==> config.mk <==
export PLATFORM = sky130hd
export DESIGN_NAME = calc_ctrl
export DESIGN_NICKNAME = d
export VERILOG_FILES = /design/src/rtl/calc_pkg.sv /design/src/rtl/calc_exec_timer.sv /design/src/rtl/calc_ctrl.sv
export SDC_FILE = /design/constraint.sdc
export NUM_CORES = 1
export LEC_CHECK = 0
export ABC_AREA = 1
export BUFFER_PORTS_ARGS = -buffer_cell sky130_fd_sc_hd__buf_2
export CAP_MARGIN = 15
export CORE_MARGIN = 10
export CORE_UTILIZATION = 40
export DETAILED_ROUTE_END_ITERATION = 16
export GPL_TIMING_DRIVEN = 0
export HOLD_SLACK_MARGIN = 0.06
export PLACE_DENSITY = 0.75
export SLEW_MARGIN = 20
export SYNTH_ARGS = -nofsm -noshare
export SYNTH_HDL_FRONTEND = slang
export SYNTH_HIERARCHICAL = 1
export SYNTH_SLANG_ARGS = --single-unit
==> constraint.sdc <==
create_clock -name clk -period 1.6 [get_ports clk]
set_input_delay 0.32 -clock clk [delete_from_list [all_inputs] [get_ports clk]]
set_output_delay 0.32 -clock clk [all_outputs]
set_load 0.005 [all_outputs]
==> src/rtl/calc_pkg.sv <==
// Purpose: shared state encodings, opcodes and output-decode helper for the calculator sequencer.
// Latency: n/a (declarations only).
// Backpressure: n/a.
package calc_pkg;

   // FSM state encodings (3-bit; codes 6 and 7 are illegal and recover to IDLE)
   localparam logic [2:0] ST_IDLE   = 3'd0;
   localparam logic [2:0] ST_LOAD_A = 3'd1;
   localparam logic [2:0] ST_LOAD_B = 3'd2;
   localparam logic [2:0] ST_EXEC   = 3'd3;
   localparam logic [2:0] ST_STORE  = 3'd4;
   localparam logic [2:0] ST_DONE   = 3'd5;

   // Opcodes, which double as result-mux select values
   localparam logic [1:0] OP_ADD = 2'b00;
   localparam logic [1:0] OP_SUB = 2'b01;
   localparam logic [1:0] OP_AND = 2'b10;
   localparam logic [1:0] OP_XOR = 2'b11;

   // Registered control outputs, bundled so they are decoded in one place
   typedef struct packed {
      logic [1:0] sel;
      logic       ld_a;
      logic       ld_b;
      logic       ld_r;
      logic       busy;
      logic       done;
   } ctrl_out_t;

   // Moore decode: outputs are a pure function of the state being entered.
   // The mux select parks on OP_ADD in IDLE so the result path is quiet.
   function automatic ctrl_out_t decode_outs(input logic [2:0] state, input logic [1:0] op_q);
      ctrl_out_t o;
      o      = '0;
      o.sel  = (state == ST_IDLE) ? OP_ADD : op_q;
      o.ld_a = (state == ST_LOAD_A);
      o.ld_b = (state == ST_LOAD_B);
      o.ld_r = (state == ST_STORE);
      o.done = (state == ST_DONE);
      o.busy = (state != ST_IDLE);
      return o;
   endfunction

endpackage

==> src/rtl/calc_exec_timer.sv <==
// Purpose: loadable down-counter with zero flag, timing the EXEC phase of the sequencer.
// Latency: load/decrement take effect on the next rising edge; zero flag is combinational from the count.
// Backpressure: none; decrement saturates at zero.
module calc_exec_timer #(
   parameter int W = 2
) (
   input  logic         clk,
   input  logic         rst,
   input  logic         i_load,
   input  logic [W-1:0] i_load_val,
   input  logic         i_dec,
   output logic         o_zero
);

   logic [W-1:0] r_cnt;

   // Load has priority over decrement; count never wraps below zero
   always_ff @(posedge clk) begin
      if (rst) begin
         r_cnt <= '0;
      end else if (i_load) begin
         r_cnt <= i_load_val;
      end else if (i_dec && (r_cnt != '0)) begin
         r_cnt <= r_cnt - W'(1);
      end
   end

   assign o_zero = (r_cnt == '0);

endmodule

==> src/rtl/calc_ctrl.sv <==
// Purpose: calculator control sequencer (IDLE->LOAD_A->LOAD_B->EXEC->STORE->DONE), Moore outputs.
// Latency: go sampled at edge N -> done high in cycle N+4+EXEC_CYCLES; period 5+EXEC_CYCLES.
// Backpressure: go/op ignored while busy; clr aborts to IDLE next edge. Option: CALC_CTRL_OP_COUNT_EN adds op_count.
module calc_ctrl
   import calc_pkg::*;
#(
   parameter int EXEC_CYCLES = 2
`ifdef CALC_CTRL_OP_COUNT_EN
   ,
   parameter int CNT_W = 8
`endif
) (
   input  logic       clk,
   input  logic       rst,
   input  logic       go,
   input  logic [1:0] op,
   input  logic       clr,
   output logic [1:0] sel,
   output logic       ld_a,
   output logic       ld_b,
   output logic       ld_r,
   output logic       busy,
   output logic       done
`ifdef CALC_CTRL_OP_COUNT_EN
   ,
   output logic [CNT_W-1:0] op_count
`endif
);

   localparam int TMR_W = $clog2(EXEC_CYCLES) + 1;

   logic [2:0]  r_state;
   logic [2:0]  w_nxt;
   logic [1:0]  r_op_q;
   logic [1:0]  w_op_nxt;
   logic        w_accept;
   logic        w_tmr_load;
   logic        w_tmr_zero;
   ctrl_out_t   r_out;

   // A request is taken only from IDLE, and an abort on the same edge drops it
   assign w_accept   = (r_state == ST_IDLE) && go && !clr;
   assign w_op_nxt   = w_accept ? op : r_op_q;
   // Timer is armed only on the edge that enters EXEC, so EXEC lasts EXEC_CYCLES cycles
   assign w_tmr_load = (w_nxt == ST_EXEC) && (r_state != ST_EXEC);

   calc_exec_timer #(
      .W (TMR_W)
   ) u_exec_timer (
      .clk        (clk),
      .rst        (rst),
      .i_load     (w_tmr_load),
      .i_load_val (TMR_W'(EXEC_CYCLES - 1)),
      .i_dec      (r_state == ST_EXEC),
      .o_zero     (w_tmr_zero)
   );

   // Next-state logic; clr overrides everything and illegal codes fall back to IDLE
   always_comb begin
      w_nxt = ST_IDLE;
      case (r_state)
         ST_IDLE:   w_nxt = go ? ST_LOAD_A : ST_IDLE;
         ST_LOAD_A: w_nxt = ST_LOAD_B;
         ST_LOAD_B: w_nxt = ST_EXEC;
         ST_EXEC:   w_nxt = w_tmr_zero ? ST_STORE : ST_EXEC;
         ST_STORE:  w_nxt = ST_DONE;
         ST_DONE:   w_nxt = ST_IDLE;
         default:   w_nxt = ST_IDLE;
      endcase
      if (clr) begin
         w_nxt = ST_IDLE;
      end
   end

   // State, latched opcode and registered outputs decoded from the state being entered
   always_ff @(posedge clk) begin
      if (rst) begin
         r_state <= ST_IDLE;
         r_op_q  <= OP_ADD;
         r_out   <= '0;
      end else begin
         r_state <= w_nxt;
         r_op_q  <= w_op_nxt;
         r_out   <= decode_outs(w_nxt, w_op_nxt);
      end
   end

   assign sel  = r_out.sel;
   assign ld_a = r_out.ld_a;
   assign ld_b = r_out.ld_b;
   assign ld_r = r_out.ld_r;
   assign busy = r_out.busy;
   assign done = r_out.done;

`ifdef CALC_CTRL_OP_COUNT_EN
   logic [CNT_W-1:0] r_op_count;

   // Count each cycle spent in DONE; wraps naturally, untouched by clr
   always_ff @(posedge clk) begin
      if (rst) begin
         r_op_count <= '0;
      end else if (r_state == ST_DONE) begin
         r_op_count <= r_op_count + CNT_W'(1);
      end
   end

   assign op_count = r_op_count;
`endif

endmodule

# Word-level counts from Yosys, hierarchy flattened
# Index checks and enable logic that the tools add are counted.
# W data, S select, Z words.
# totals
regBits,14
input_bits,6
output_inout_bits,7
# classes
n_eq_ne,10
reduce_logical,13
muxes,7
addsub,1
# ops
operator,count
$pmux W3 S5,1
$eq A3 B2 Y1 const B,4
$eq A3 B3 Y1 const B,3
$eq A3 B1 Y1 const B,2
$logic_not A3 Y1,2
$mux W3,2
$logic_and A1 B1 Y1,4
$reduce_bool A2 Y1,2
$reduce_or A2 Y1,2
$mux W1,3
$ne A3 B2 Y1 const B,1
$reduce_bool A3 Y1,1
$logic_not A2 Y1,1
$mux W2,1
$sub A2 B1 Y2 const B,1
$logic_not A1 Y1,1

# Logic depth before layout (Yosys ltp)
# logic_depth
depth_word,7
mapped_depth,12
depth_no_buf,12

# Hierarchy
# Netlist, hierarchy kept.
# modules_own_cells
mod,cells_each,seq_area_each_um2,n_inst,area_each_um2
calc_ctrl,63,240.2,1,476.7
calc_exec_timer,25,40.0,1,140.1

# Worst setup path before layout
# OpenSTA, ideal clock, no wires.
# synth_timing
path_type,reg2reg
startpoint,register u_exec_timer.r_cnt[0]
endpoint,register u_exec_timer.r_cnt[1]
slack_ns,-0.045
t_required_ns,1.488
stages_incl_launch_ff,11
t_arrival_ns,1.533
synth_period_minus_slack_ns,1.645
cell_sequence,dfxtp_1 -> inv_1 -> ha_1 -> nor3_2 -> o21ai_2 -> nor3_1 -> inv_2 -> nand2_1 -> inv_1 -> nor2_1 -> nor2_1
# synth_between
elab_chain_cells,7
# synth_rtl
element,line,rtl
"start, declared",calc_exec_timer.sv:15,logic [W-1:0] r_cnt;
"start signal, assigned",calc_exec_timer.sv:22,r_cnt <= i_load_val;
"start signal, assigned",calc_exec_timer.sv:24,r_cnt <= r_cnt - W'(1);
$logic_not A2 Y1,calc_exec_timer.sv:28,assign o_zero = (r_cnt == '0);
named net w_tmr_zero,calc_ctrl.sv:38,logic w_tmr_zero;
$mux W3,calc_ctrl.sv:65,ST_EXEC: w_nxt = w_tmr_zero ? ST_STORE : ST_EXEC;
$pmux W3 S5,calc_ctrl.sv:61,case (r_state)
$mux W3,calc_ctrl.sv:70,if (clr) begin
$eq A3 B2 Y1,calc_ctrl.sv:45,assign w_tmr_load = (w_nxt == ST_EXEC) && (r_state != ST_EXEC);
$logic_and A1 B1 Y1,calc_ctrl.sv:45,
named net w_tmr_load,calc_ctrl.sv:37,logic w_tmr_load;
$reduce_or A2 Y1 (no line),-,
# The timed path passes the listed nets, and every way through them passes these cells.
# A chain may end at the register's enable or synchronous reset.

# Worst setup path after layout
# layout_timing
startpoint,register u_exec_timer.r_cnt[0]
endpoint,register u_exec_timer.r_cnt[0]
# layout_between
elab_chain_cells,7
# layout_rtl
element,line
$logic_not A2 Y1 *,calc_exec_timer.sv:28
named net w_tmr_zero,calc_ctrl.sv:38
$mux W3 *,calc_ctrl.sv:65
$pmux W3 S5 *,calc_ctrl.sv:61
$mux W3 *,calc_ctrl.sv:70
$eq A3 B2 Y1 *,calc_ctrl.sv:45
$logic_and A1 B1 Y1 *,calc_ctrl.sv:45
named net w_tmr_load,calc_ctrl.sv:37
$mux W1 or $reduce_bool A2 Y1 (tied branches),-
# The timed path passes the listed nets; every way through them passes the cells marked *. The select of a mux whose other input is x is not followed.

==> flow_summary.toml <==
[status]
status = "complete, no violations"

[place]
numPortBuffers = 12
place_congestion = 0.7485
dp_hpwl_um = 970

[power]
power_density_nw_per_um2 = 838.6
p_leak_nw = 0.4340
irDropWorstVdd_mv = 0.5502

[detailed_routing]
vias = 597
ant_nets = 0
drt_first_iter_violations = 13
wl_met3_um = 130
drt-met1-wl_um = 539
maxUsedRoutingLayer = "met4"
viasPerCell = 4.701
wl_met2_um = 758
totalWireLength_um = 1439
drc_errors = 0
wire_per_inst_um = 11.33
first_pass_iters = 4

[timing]
rsz0062_at_grt = "yes"
fmax_mhz = 656.9
holdWs_ns = 0.3029
finalCritPeriodShare = 0.9514
finalHoldViolations = 0
fin_crit_ns = 1.522
setup_viol = 0
drv_slew = 0
clock_skew_ns = 0.005505
timing.setup.tns_ns = 0

[clock_tree]
cts.clk_slew.worst_paths_ns = 0.09
h-tree-depth = 1
clockBufferDepth = 2
cts_buffers = 3
ctsHoldBuffers = 0
cts_tree = "built"
cts-root-buf = "clkbuf_4"
clkLatencyLatePin_ns = 0.28
clock_sinks = 14

[global_routing]
grt_pass1_wl_um = 2242
gr-total-overflow = 0
antenna_found_initial = 0
grt_max_degree = 9
grt_use_total = 0.08298
grt_pass1_vias = 576

[logic_synthesis]
syn_inst = 88
netlist-cell-type-count = 19
synth_mux_area_frac = 0
synth_nets = 95
synth_seq_cells = 14
yosysWarnings = 6
ys_seq_area_frac = 0.4544
synth_top_family_by_area = "simple AND/OR/NAND/NOR gates"
syn_area_sq_um = 616.8
avgSynthCellArea_sq_um = 7.010
synthAdderAreaFrac = 0.02028
synth_compound_area_frac = 0.02231
synthXorXnorAreaFrac = 0
synth-simple-area-share = 0.3813

[floorplan]
die_w_um = 59.27
die_area_sq_um = 3513
initial_core_util = 0.4143
rows = 14
core_sq_um = 1489
fp.dieH_um = 59.27
ioPinCount = 13

[final_layout]
nFillCells = 161
antennaDiodeCount = 0
nets = 119
area_growth_pct = 32.86
regArea_sq_um = 281.5
multi_input_area_sq_um = 301.5
drive_gt1_frac = 0.3514

[setup_path]
critPathKind = "reg2reg"
rr_worst_depth = 10
required_ns = 1.77
arrival_ns = 1.70
critical_path.max_fanout = 4
startpoint_type = "flip-flop"
end_kind = "flip-flop"

[run]
drv_cap = 0

[hold_path]
hp-class = "in2reg"
hold_path_depth = 4
## cell families (layout without fill, tap and decap cells)
group           count (synthesis)  count (layout)
simple gates                   51              51
buf+inv                        18              41
flops                          14              14
other cells                     2               2
compound gates                  2               2
fa+ha+maj                       1               1
## cell usage in the layout, fill, tap and decap left out
| master | synthesis | layout |
|---|---|---|
| nor2_2 | 5 | 5 |
| clkbuf_8 | 0 | 1 |
| inv_2 | 1 | 4 |
| or2_0 | 1 | 1 |
| buf_4 | 0 | 7 |
| nand2_1 | 18 | 17 |
| conb_1 | 2 | 2 |
| nand2_2 | 1 | 2 |
| nand3b_1 | 1 | 1 |
| dfxtp_1 | 14 | 13 |
| nand4_1 | 1 | 1 |
| inv_1 | 16 | 13 |
| clkbuf_4 | 0 | 3 |
| dfxtp_2 | 0 | 1 |
| nand3_1 | 6 | 6 |
| o21ai_2 | 1 | 1 |
| buf_1 | 1 | 1 |
| ha_4 | 0 | 1 |
| nor2_1 | 13 | 13 |
| nor3_1 | 3 | 2 |
| nor3_4 | 0 | 2 |
| buf_2 | 0 | 12 |
| o21ai_0 | 1 | 1 |
| or2_1 | 1 | 1 |
## through the flow
step / instances / utilization / cell area, sq um / total power [mW] / setup WS, ns
after floorplan: 88 / - / 621.8 / 0.4134 / 0.06805
after global placement: 116 / 0.4714 / 701.9 / 0.4315 / -0.09242
after detailed placement: 116 / 0.4714 / 701.9 / 0.4341 / -0.1505
after CTS: 126 / 0.5311 / 790.8 / 0.6883 / 0.01325
after global routing: 127 / 0.5504 / 819.5 / 0.7194 / -0.06280
final: 127 / 0.5504 / 819.5 / 0.6872 / 0.07773
## flip-flops by register name, summed over array words and instances, names as in the netlist
name                count
r_op_q                  2
ld_r                    1
sel                     2
busy                    1
ld_a                    1
u_exec_timer/r_cnt      2
ld_b                    1
r_state                 3
done                    1
## worst paths after layout
kind / start / to / slack, ns
max: u_exec_timer/r_cnt[0] / u_exec_timer/r_cnt[0] / 0.08
min: rst / u_exec_timer/r_cnt[1] / 0.30
max reg2reg: u_exec_timer/r_cnt[0] / u_exec_timer/r_cnt[0] / 0.08
min reg2reg: u_exec_timer/r_cnt[0] / u_exec_timer/r_cnt[0] / 0.53
## worst max-delay path, cell delays in order (launching register included)
cell,delay (ns)
dfxtp_2,0.35
inv_2,0.05
ha_4,0.17
nand3_1,0.08
nand3b_1,0.17
nor3_4,0.27
inv_2,0.08
nand2_2,0.09
nand2_1,0.06
nand2_1,0.07
nor2_2,0.03
## Yosys cell counts
library cell,n,area (sq um)
nand2_1,18,67.56
inv_1,16,60.06
o21ai_2,1,8.760
dfxtp_1,14,280.3
nor2_2,5,31.28
nor3_2,1,10.01
ha_1,1,12.51
nand3_1,6,30.03
nor3_1,3,15.01
nand3b_1,1,7.510
nand2_2,1,6.260
o21ai_0,1,5.000
or2_1,1,6.260
nor2_1,13,48.80
nand4_1,1,6.260
or2_0,1,6.260
conb_1,2,7.510
buf_1,1,3.750
inv_2,1,3.750
## routing by layer
metal,vias up,track usage
li1,309,-
met1,272,0.06593
met2,14,0.1620
met3,2,0.03863
met4,0,0.03934
met5,-,0
## power breakdown
part	internal, mW	switching, mW	total, mW
registers	0.359	0.00490	0.364
logic	0.0298	0.0408	0.0706
clock network	0.138	0.114	0.252
## repair_timing
action | 4_1_cts | 5_1_grt
pin swaps | 3 | 4
resized for setup | 2 | 7
buffers inserted | 6 | 1
endpoints found under the setup margin | 2 | 5
## final cells by class
type	count	area share
Tap cell	16	0.02443
Sequential cell	14	0.3435
Buffer	1	0.004580
Clock buffer	4	0.04427
Timing Repair Buffer	19	0.1374
Inverter	17	0.07786
Multi-Input combinational cell	56	0.3679
No activity file was read; power rests on OpenSTA's default activity.
